<file path="config.mk">
export PLATFORM = sky130hd
export DESIGN_NAME = color_pixel_pipe
export DESIGN_NICKNAME = d
export VERILOG_FILES = /design/src/rtl/color_pkg.sv /design/src/rtl/color_wq.sv /design/src/rtl/color_pixel_pipe.sv
export SDC_FILE = /design/constraint.sdc
export NUM_CORES = 1
export LEC_CHECK = 0
export ABC_CLOCK_PERIOD_IN_PS = 800
export BUFFER_PORTS_ARGS = -buffer_cell sky130_fd_sc_hd__clkbuf_2
export CAP_MARGIN = 20
export CORE_MARGIN = 4
export CORE_UTILIZATION = 38
export CTS_CLUSTER_DIAMETER = 100
export DETAILED_ROUTE_END_ITERATION = 10
export PLACE_DENSITY_LB_ADDON = 0.1
export SLEW_MARGIN = 20
export SYNTH_ARGS = -nofsm -noshare
export SYNTH_HDL_FRONTEND = slang
export SYNTH_SLANG_ARGS = --single-unit
</file>
<file path="constraint.sdc">
create_clock -name clk -period 0.8 [get_ports clk]
set_input_delay 0 -clock clk [delete_from_list [all_inputs] [get_ports clk]]
set_output_delay 0 -clock clk [all_outputs]
set_load 0.02 [all_outputs]
</file>
<file path="src/rtl/color_pkg.sv">
// Shared types and constants for the palette pixel pipe.
// Covers the pipeline defaults, colour levels, drain FSM states and write-queue entry layout.
package color_pkg;

    localparam int PIPE_LAT_DEF = 3;
    localparam int WQ_DEPTH_DEF = 4;

    localparam logic [7:0] LVL_FULL = 8'hFF;
    localparam logic [7:0] LVL_DIM  = 8'hC0;
    localparam logic [7:0] LVL_OFF  = 8'h00;

    typedef enum logic {
        ST_IDLE  = 1'b0,
        ST_DRAIN = 1'b1
    } drain_st_t;

    typedef struct packed {
        logic [3:0] addr;
        logic [3:0] data;
    } wq_entry_t;

    // Palette bits are active-low; bit3 selects the dimmer lit level.
    function automatic logic [7:0] chan_level(input logic lit_n, input logic dim);
        if (lit_n) begin
            return LVL_OFF;
        end else if (dim) begin
            return LVL_DIM;
        end else begin
            return LVL_FULL;
        end
    endfunction

endpackage

</file>
<file path="src/rtl/color_wq.sv">
// Deferred palette-write FIFO with occupancy count, full flag and sticky overflow.
// Only instantiated when VBLANK_WRITE_EN is defined.
module color_wq
    import color_pkg::*;
#(
    parameter int DEPTH = WQ_DEPTH_DEF
) (
    input  logic                     clk,
    input  logic                     reset_n,
    input  logic                     i_push,
    input  wq_entry_t                i_entry,
    input  logic                     i_pop,
    output wq_entry_t                o_head,
    output logic [$clog2(DEPTH):0]   o_count,
    output logic                     o_full,
    output logic                     o_ovf
);
    localparam int AW = $clog2(DEPTH);
    localparam int CW = AW + 1;

    wq_entry_t       r_mem [DEPTH];
    logic [AW-1:0]   r_wr_ptr;
    logic [AW-1:0]   r_rd_ptr;
    logic [CW-1:0]   r_count;
    logic [CW-1:0]   w_count_nxt;
    logic            r_full;
    logic            r_ovf;
    logic            w_do_push;
    logic            w_do_pop;

    // A push into a full queue is dropped even if a pop happens in the same clk.
    assign w_do_push = i_push && (r_count != CW'(DEPTH));
    assign w_do_pop  = i_pop && (r_count != {CW{1'b0}});

    // Next occupancy; push+pop together leaves it unchanged.
    always_comb begin
        w_count_nxt = r_count;
        case ({w_do_push, w_do_pop})
            2'b10:   w_count_nxt = r_count + CW'(1);
            2'b01:   w_count_nxt = r_count - CW'(1);
            default: w_count_nxt = r_count;
        endcase
    end

    // Storage, pointers, count and status flags.
    always_ff @(posedge clk or negedge reset_n) begin
        if (!reset_n) begin
            r_wr_ptr <= {AW{1'b0}};
            r_rd_ptr <= {AW{1'b0}};
            r_count  <= {CW{1'b0}};
            r_full   <= 1'b0;
            r_ovf    <= 1'b0;
            for (int i = 0; i < DEPTH; i++) begin
                r_mem[i] <= wq_entry_t'(8'h00);
            end
        end else begin
            if (w_do_push) begin
                r_mem[r_wr_ptr] <= i_entry;
                r_wr_ptr        <= r_wr_ptr + AW'(1);
            end
            if (w_do_pop) begin
                r_rd_ptr <= r_rd_ptr + AW'(1);
            end
            if (i_push && !w_do_push) begin
                r_ovf <= 1'b1;
            end
            r_count <= w_count_nxt;
            r_full  <= (w_count_nxt == CW'(DEPTH));
        end
    end

    assign o_head  = r_mem[r_rd_ptr];
    assign o_count = r_count;
    assign o_full  = r_full;
    assign o_ovf   = r_ovf;

endmodule

</file>
<file path="src/rtl/color_pixel_pipe.sv">
// Palette-indexed pixel pipeline (3-clk latency) with a CPU write port into the colour RAM.
// Define VBLANK_WRITE_EN to defer CPU writes into color_wq and drain them during vertical blank.
module color_pixel_pipe
    import color_pkg::*;
#(
    parameter int PIPE_LAT = PIPE_LAT_DEF,
    parameter int WQ_DEPTH = WQ_DEPTH_DEF
) (
    input  logic       clk,
    input  logic       reset_n,
    input  logic [3:0] cpu_addr,
    input  logic [3:0] cpu_din,
    input  logic       cpu_we_n,
    output logic [3:0] cpu_dout,
    output logic       cpu_busy,
    output logic       wq_ovf,
    output logic [3:0] ram_addr_a,
    output logic [3:0] ram_din_a,
    output logic       ram_we_n_a,
    input  logic [3:0] ram_dout_a,
    output logic [3:0] ram_addr_b,
    input  logic [3:0] ram_dout_b,
    input  logic [3:0] pix_idx,
    input  logic       hsync_in,
    input  logic       vsync_in,
    input  logic       blank_in,
    input  logic       vblank_in,
    output logic [7:0] r,
    output logic [7:0] g,
    output logic [7:0] b,
    output logic       hsync,
    output logic       vsync,
    output logic       blank
);
    if (PIPE_LAT != 3) begin : g_lat_chk
        $error("color_pixel_pipe: only PIPE_LAT=3 is supported");
    end
    if (WQ_DEPTH < 2 || (WQ_DEPTH & (WQ_DEPTH - 1)) != 0) begin : g_depth_chk
        $error("color_pixel_pipe: WQ_DEPTH must be a power of two >= 2");
    end

    logic [3:0] r_addr_b;
    logic [7:0] r_r;
    logic [7:0] r_g;
    logic [7:0] r_b;
    logic [2:0] r_sync_sr [PIPE_LAT];
    logic       r_we_n_prev;
    logic       r_we_n_a;
    logic [3:0] r_addr_a;
    logic [3:0] r_din_a;
    logic       w_wr_det;

    // Video path: index register, then decode of RAM data; timing rides a shift register alongside.
    always_ff @(posedge clk or negedge reset_n) begin
        if (!reset_n) begin
            r_addr_b <= 4'h0;
            r_r      <= 8'h00;
            r_g      <= 8'h00;
            r_b      <= 8'h00;
            for (int i = 0; i < PIPE_LAT; i++) begin
                r_sync_sr[i] <= 3'b000;
            end
        end else begin
            r_addr_b     <= pix_idx;
            r_sync_sr[0] <= {hsync_in, vsync_in, blank_in};
            for (int i = 1; i < PIPE_LAT; i++) begin
                r_sync_sr[i] <= r_sync_sr[i-1];
            end
            // Blank is taken from the stage that lands on the outputs together with this colour.
            if (r_sync_sr[PIPE_LAT-2][0]) begin
                r_r <= LVL_OFF;
                r_g <= LVL_OFF;
                r_b <= LVL_OFF;
            end else begin
                r_r <= chan_level(ram_dout_b[2], ram_dout_b[3]);
                r_g <= chan_level(ram_dout_b[1], ram_dout_b[3]);
                r_b <= chan_level(ram_dout_b[0], ram_dout_b[3]);
            end
        end
    end

    // Previous cpu_we_n, for falling-edge write detection.
    always_ff @(posedge clk or negedge reset_n) begin
        if (!reset_n) begin
            r_we_n_prev <= 1'b1;
        end else begin
            r_we_n_prev <= cpu_we_n;
        end
    end

    assign w_wr_det = r_we_n_prev && !cpu_we_n;

`ifdef VBLANK_WRITE_EN
    localparam int CW = $clog2(WQ_DEPTH) + 1;

    drain_st_t     r_state;
    drain_st_t     w_state_nxt;
    logic          w_pop;
    wq_entry_t     w_push_entry;
    wq_entry_t     w_q_head;
    logic [CW-1:0] w_q_count;
    logic          w_q_full;
    logic          w_q_ovf;

    assign w_push_entry = {cpu_addr, cpu_din};

    color_wq #(
        .DEPTH (WQ_DEPTH)
    ) u_wq (
        .clk     (clk),
        .reset_n (reset_n),
        .i_push  (w_wr_det),
        .i_entry (w_push_entry),
        .i_pop   (w_pop),
        .o_head  (w_q_head),
        .o_count (w_q_count),
        .o_full  (w_q_full),
        .o_ovf   (w_q_ovf)
    );

    // Drain state register.
    always_ff @(posedge clk or negedge reset_n) begin
        if (!reset_n) begin
            r_state <= ST_IDLE;
        end else begin
            r_state <= w_state_nxt;
        end
    end

    // Drain next-state and pop: one entry per clk while vblank holds and entries remain.
    always_comb begin
        w_state_nxt = r_state;
        w_pop       = 1'b0;
        case (r_state)
            ST_IDLE: begin
                if (vblank_in && (w_q_count != {CW{1'b0}})) begin
                    w_state_nxt = ST_DRAIN;
                end else begin
                    w_state_nxt = ST_IDLE;
                end
            end
            ST_DRAIN: begin
                if (vblank_in && (w_q_count != {CW{1'b0}})) begin
                    w_pop       = 1'b1;
                    w_state_nxt = ST_DRAIN;
                end else begin
                    w_state_nxt = ST_IDLE;
                end
            end
            default: begin
                w_state_nxt = ST_IDLE;
            end
        endcase
    end

    // Port A: queue head while popping, otherwise tracks the CPU address for readback.
    always_ff @(posedge clk or negedge reset_n) begin
        if (!reset_n) begin
            r_we_n_a <= 1'b1;
            r_addr_a <= 4'h0;
            r_din_a  <= 4'h0;
        end else begin
            r_we_n_a <= !w_pop;
            if (w_pop) begin
                r_addr_a <= w_q_head.addr;
                r_din_a  <= w_q_head.data;
            end else begin
                r_addr_a <= cpu_addr;
                r_din_a  <= cpu_din;
            end
        end
    end

    assign cpu_busy = w_q_full;
    assign wq_ovf   = w_q_ovf;
`else
    logic w_unused_vblank;
    assign w_unused_vblank = vblank_in;

    // Port A: a detected write becomes a single-clk write strobe with the captured address/data.
    always_ff @(posedge clk or negedge reset_n) begin
        if (!reset_n) begin
            r_we_n_a <= 1'b1;
            r_addr_a <= 4'h0;
            r_din_a  <= 4'h0;
        end else begin
            r_we_n_a <= !w_wr_det;
            r_addr_a <= cpu_addr;
            r_din_a  <= cpu_din;
        end
    end

    assign cpu_busy = 1'b0;
    assign wq_ovf   = 1'b0;
`endif

    assign ram_addr_b = r_addr_b;
    assign ram_addr_a = r_addr_a;
    assign ram_din_a  = r_din_a;
    assign ram_we_n_a = r_we_n_a;
    assign cpu_dout   = ram_dout_a;
    assign r          = r_r;
    assign g          = r_g;
    assign b          = r_b;
    assign hsync      = r_sync_sr[PIPE_LAT-1][2];
    assign vsync      = r_sync_sr[PIPE_LAT-1][1];
    assign blank      = r_sync_sr[PIPE_LAT-1][0];

endmodule

</file>
Word level (Yosys, flattened, before mapping) --
Cells that the tools add are included. W data, S select, Z words.
Word-level totals: bits in registers 47, input port bits 27, output and inout bits 46
Operators by class: multiplexer cells 7, reductions and logical operators 3
Operators by type and width (number):
- $mux W8 | 6
- $mux W6 | 1
- $logic_not A1 Y1 | 2
- $logic_and A1 B1 Y1 | 1

Longest topological paths before layout --
Gate-level depths: netlist (run 1).
depth in word-level cells 3, gate-level depth with buffers 1, depth with buffers taken out 1

Worst setup path after synthesis (run 1) --
Ideal clock, no wire load.
path kind register to output, from register, netlist name b[5], to output port b[1], data arrival time 685 ps, data required time 800 ps, setup slack 115 ps, stages on the path, launching flop included 2, buffers on the path 1, cell sequence dfrtp_1 buf_4
RTL lines:
- end, declared | line color_pixel_pipe.sv:30 | output logic [7:0] b,

Worst setup path after layout (run 1) --
from register r_we_n_a, in the netlist ram_we_n_a, to output port ram_we_n_a
RTL lines:
- start, declared | line color_pixel_pipe.sv:48 | logic r_we_n_a;
- start signal, assigned | line color_pixel_pipe.sv:187 | r_we_n_a <= !w_wr_det;
- end, declared | line color_pixel_pipe.sv:19 | output logic ram_we_n_a,
No word-level cell between the ends.

==> flow_summary.yaml, run 1 <==
floorplanning:
  rows: 17
  die_w_um: 58.0
  die_area_um2: 3360
  die_h_um: 58.0
  start_util: 0.413
  ios: 73
  core-area_um2: 2300
finish:
  utilization: 0.723
  mostFrequentLayoutCells: "buf_6, dfrtp_1, dlygate4sd3_1, clkbuf_2, clkbuf_8"
  mostFrequentLayoutCell: "buf_6"
  syn_to_final_growth_pct: 74.8
  stdcell_area_um2: 1660
  diodes: 0
  nNetsFinal: 156
  drive_gt1_frac: 0.569
  fillers: 150
sta:
  setup_viol_count_final: 40
  maxClockFrequency_mhz: 1050
  rsz0062_at_grt: "true"
  fin_crit_ps: 957
  fin_ws_ps: -157
  report.final.slew_viol_count: 0
  finClkSkew_ps: 5.50
  hold_viol: 0
  fin_setup_tns_ps: -3240
  period_share: 1.20
  fin_hold_ws_ps: 0.00882
placed_design:
  routabilityCongestion: 0.603
  io_buffers: 61
  place_area_um2: 1130
cts:
  ctsHtreeMaxLevel: 2
  clk_path_buf_depth: 2
  clock_latency_ps: 310
  clock-sinks: 29
  clk_pin_slew_worst_paths_ps: 80
  numCtsBuffers: 5
  cts_root_buf: "clkbuf_4"
  cts_tree: "yes"
detailed_routing:
  final_antenna_net_count: 0
  totalWireLength_um: 1980
  drt_iter0_drc: 10
  routed_via_density: 4.19
  firstDrtPassIters: 2
  num_vias: 662
  routedWlPerCell_um: 12.5
  drc: 0
grt:
  grt_start_max_net_pins: 14
  grt_usage: 0.116
  antenna_found_initial: 0
  grt_pass1_vias: 681
  grt_pass1_wl_um: 2880
  gr-total-overflow: 0
synthesis:
  syn-mean-instance-area_um2: 15.6
  syn_inst: 61
  synth-warning-count: 0
  synth_cell_types: 8
  syn_area_um2: 950
  seq_area_frac_synth: 0.767
  synth_seq_cells: 29
power_and_ir_drop:
  power_mw: 2.91
  leakage_nw: 0.821
  powerDensity_nw_per_um2: 1750
  peakVddDrop_uv: 1290
worst_setup_path:
  critPathMaxFanout: 1
  crit_path_cell_trace: "buf_8"
  r2r_cells: 1
  end_kind: "output port"
  critical_path.top_delay_family: "flip-flops"
  worstReg2RegStart: "r_sync_sr[3]$_DFF_PN0_"
  worst_path_largest_cell_delay_ps: 540
  r2r_slack_ps: 100
  critical_path.startpoint_type: "register"
  slowest_stage: "dfstp_2"
  required_ps: 800
  arrival_ps: 960
  crit_buf_inv: 1
  r2r-end: "b[5]$_DFF_PN0_"
  path_class: "reg2out"
hold_path:
  hp-class: "in2out"
  min_to: "cpu_dout[3]"
  hold_path_depth: 0
  worstHoldStart: "ram_dout_a[3]"
status:
  outcome: "finished, violations left"
  failed_checks: "negative setup slack"
run:
  max-cap-violations: 0
-- cell type report --
| cell class | instances | area (um^2) | share of cell area |
|---|---|---|---|
| sequential | 29 | 732 | 0.441 |
| timing repair buffer | 84 | 800 | 0.482 |
| clock buffer | 8 | 48.8 | 0.0294 |
| tap | 28 | 35.0 | 0.0211 |
| multi-input combinational | 9 | 45.0 | 0.0271 |
-- cell families (layout without fill, tap and decap cells) --
group,count (synthesis),after routing,share of synthesized area
buffers and inverters,24,92,0.190
flip-flops,29,29,0.767
other,1,2,0.00395
AND/OR/NAND/NOR,7,7,0.0395
-- stage by stage --
stage / std cells / setup slack (ps)
6_report: 158 / -157
3_5_place_dp: 129 / 120
4_1_cts: 158 / -193
5_1_grt: 158 / -201
2_1_floorplan: 62 / 115
3_3_place_gp: 129 / 137
-- per-layer routing --
| layer | vias to the layer above | global-route usage | part of all wire |
|---|---|---|---|
| met2 | 50 | 0.168 | 0.50 |
| met3 | 2 | 0.0646 | 0.16 |
| met4 | 0 | 0.0728 | 0.0010 |
| met5 | - | 0 | 0 |
| li1 | 297 | - | - |
| met1 | 313 | 0.134 | 0.34 |
-- state kept, by name (all words and copies together), names as in the netlist --
signal,count
r_we_n_prev,1
r_sync_sr,6
ram_addr_b,4
ram_we_n_a,1
ram_din_a,4
ram_addr_a,4
hsync,1
blank,1
g,2
vsync,1
r,2
b,2
-- where the power goes --
| group | leakage [nW] | total (mW) | internal (mW) | switching, mW |
|---|---|---|---|---|
| registers | 0.340 | 1.59 | 1.54 | 0.0489 |
| clock network | 0.0265 | 0.801 | 0.350 | 0.451 |
| logic | 0.454 | 0.514 | 0.287 | 0.227 |
-- synthesized netlist by cell type --
cell,number,area share
nand2b_1,1,0.0066
dfstp_2,2,0.055
nor2_1,3,0.012
buf_4,24,0.19
conb_1,1,0.0039
nor3_1,2,0.011
dfrtp_1,27,0.71
nor3_2,1,0.011
-- how the worst max path moves through the flow --
stage / from / endpoint / slack [ps] / depth (start not counted)
2_1_floorplan: b[5]$_DFF_PN0_ / b[1] / 120 / 1
3_3_place_gp: r_sync_sr[3]$_DFF_PN0_ / b[5]$_DFF_PN0_ / 140 / 1
3_5_place_dp: r_sync_sr[3]$_DFF_PN0_ / b[5]$_DFF_PN0_ / 120 / 1
4_1_cts: ram_we_n_a$_DFF_PN1_ / ram_we_n_a / -190 / 1
5_1_grt: g[5]$_DFF_PN0_ / g[3] / -200 / 1
6_report: ram_we_n_a$_DFF_PN1_ / ram_we_n_a / -160 / 1
-- repair_timing --
item / CTS / global route
hold buffers: 21 / 0
hold endpoints to repair: 52 / 0
gates cloned: 0 / 0
resized for setup: 23 / 89
setup endpoints to repair: 40 / 40
buffers inserted: 0 / 0
Note: power is estimated with default switching activity, not from simulation.
==> inputs of run 2 (changes only) <==
Settings changed: RECOVER_POWER set to 25.
==> flow_summary.yaml, run 2 (synthesized netlist as in run 1, its figures left out) <==
status:
  outcome: "finished, violations left"
  failed_checks: "negative setup slack"
sta:
  fin_ws_ps: -157
  fin_setup_tns_ps: -3270
  hold_viol: 0
  maxClockFrequency_mhz: 1050
  fin_crit_ps: 957
  fin_hold_ws_ps: 0.00882
  slew_headroom: 0.564
  setup_viol_count_final: 43
  finClkSkew_ps: 5.50
  tightest_slew_ps: 653
  report.final.slew_viol_count: 0
  rsz0062_at_grt: "true"
  period_share: 1.20
worst_setup_path:
  crit_path_cell_trace: "buf_8"
  critPathMaxFanout: 1
  cp_num_cells: 1
  path_class: "reg2out"
  critical_path.startpoint_type: "register"
  critical_path.top_delay_family: "flip-flops"
  slowest_stage: "dfstp_2"
  end_kind: "output port"
  worst_path_largest_cell_delay_ps: 540
  crit_buf_inv: 1
  arrival_ps: 960
  required_ps: 800
  r2r_cells: 1
floorplanning:
  rows: 17
  ios: 73
  core-area_um2: 2300
  die_area_um2: 3360
  start_util: 0.413
  die_w_um: 58.0
  die_h_um: 58.0
finish:
  nNetsFinal: 156
  stdcell_area_um2: 1660
  diodes: 0
  final_cells: 158
  drive_gt1_frac: 0.562
  fillers: 151
  syn_to_final_growth_pct: 74.7
  mostFrequentLayoutCells: "buf_6, dfrtp_1, dlygate4sd3_1"
  mostFrequentLayoutCell: "buf_6"
  largest_register_ff_count: 6
  regMostFlops: "r_sync_sr"
grt:
  grt_usage: 0.116
  grt_start_max_net_pins: 14
  antenna_found_initial: 0
  gr-total-overflow: 0
  grt_pass1_vias: 681
  grt_pass1_wl_um: 2880
cts:
  cts_setup_buffers: 0
  ctsHtreeMaxLevel: 2
  cts_root_buf: "clkbuf_4"
  clock_latency_ps: 310
  numCtsBuffers: 5
  clock-sinks: 29
  clk_pin_slew_worst_paths_ps: 80
  clk_path_buf_depth: 2
  cts_tree: "yes"
hold_path:
  hold_path_depth: 0
  hp-class: "in2out"
placed_design:
  place_inst: 129
  io_buffers: 61
  routabilityCongestion: 0.603
  place_area_um2: 1130
power_and_ir_drop:
  combPwrFrac: 0.177
  swShare: 0.250
  p_switching_mw: 0.726
  seq_power_share: 0.548
  p_int_mw: 2.18
  powerDensity_nw_per_um2: 1750
  peakVddDrop_uv: 1290
  leakage_nw: 0.818
  p_clk_frac: 0.275
detailed_routing:
  totalWireLength_um: 1980
  routedWlPerCell_um: 12.6
  drt_iter0_drc: 10
  drc: 0
  firstDrtPassIters: 2
  routed_via_density: 4.18
  final_antenna_net_count: 0
  num_vias: 661
run:
  max-cap-violations: 0
[run 2: timing repair]
| item | in CTS | in global routing |
|---|---|---|
| hold buffers | 21 | 0 |
| endpoints found under the hold margin | 52 | 0 |
| pin swaps | 0 | 0 |
| resized for setup | 23 | 89 |
| setup endpoints to repair | 40 | 40 |
[run 2: path summary, 6_finish.rpt]
kind | start | to | slack, ps
worst max register to register | r_sync_sr[3]$_DFF_PN0_ | b[5]$_DFF_PN0_ | 100
min in group asynchronous | reset_n | ram_addr_b[1]$_DFF_PN0_ | 220
worst min register to register | r_sync_sr[4]$_DFF_PN0_ | vsync$_DFF_PN0_ | 360
worst max-delay path | ram_we_n_a$_DFF_PN1_ | ram_we_n_a | -160
max in group asynchronous | reset_n | b[5]$_DFF_PN0_ | -10
worst min-delay path | ram_dout_a[3] | cpu_dout[3] | 0.009
[run 2: area by class of cell]
| cell class | count | area [um^2] | area share |
|---|---|---|---|
| well taps | 28 | 35.0 | 0.0211 |
| clock buffers | 8 | 48.8 | 0.0294 |
| flip-flops and latches | 29 | 732 | 0.441 |
| repair buffers | 84 | 798 | 0.481 |
| multi-input cells | 9 | 45.0 | 0.0271 |
[run 2: routing by layer]
| metal | global-route usage | wire (um) | vias to the layer above |
|---|---|---|---|
| met5 | 0 | 0 | - |
| met4 | 0.0728 | 2 | 0 |
| met3 | 0.0646 | 316 | 2 |
| met2 | 0.168 | 1000 | 50 |
| met1 | 0.134 | 663 | 312 |
| li1 | - | - | 297 |
[run 2: power by group through the flow]
stage	clock network (mW)	logic (mW)	registers [mW]
finish	0.800	0.513	1.59
global route	0.898	0.550	1.60
CTS	0.844	0.430	1.58
detailed placement	0	0.320	1.60
global placement	0	0.320	1.60
floorplan	0	0.155	1.67
[run 2: stage by stage]
stage	worst slack, ps	util	power (mW)
finish	-157	0.722	2.90
global route	-201	0.722	3.05
CTS	-193	0.644	2.85
detailed placement	120	0.491	1.92
global placement	137	0.491	1.92
floorplan	115	-	1.83
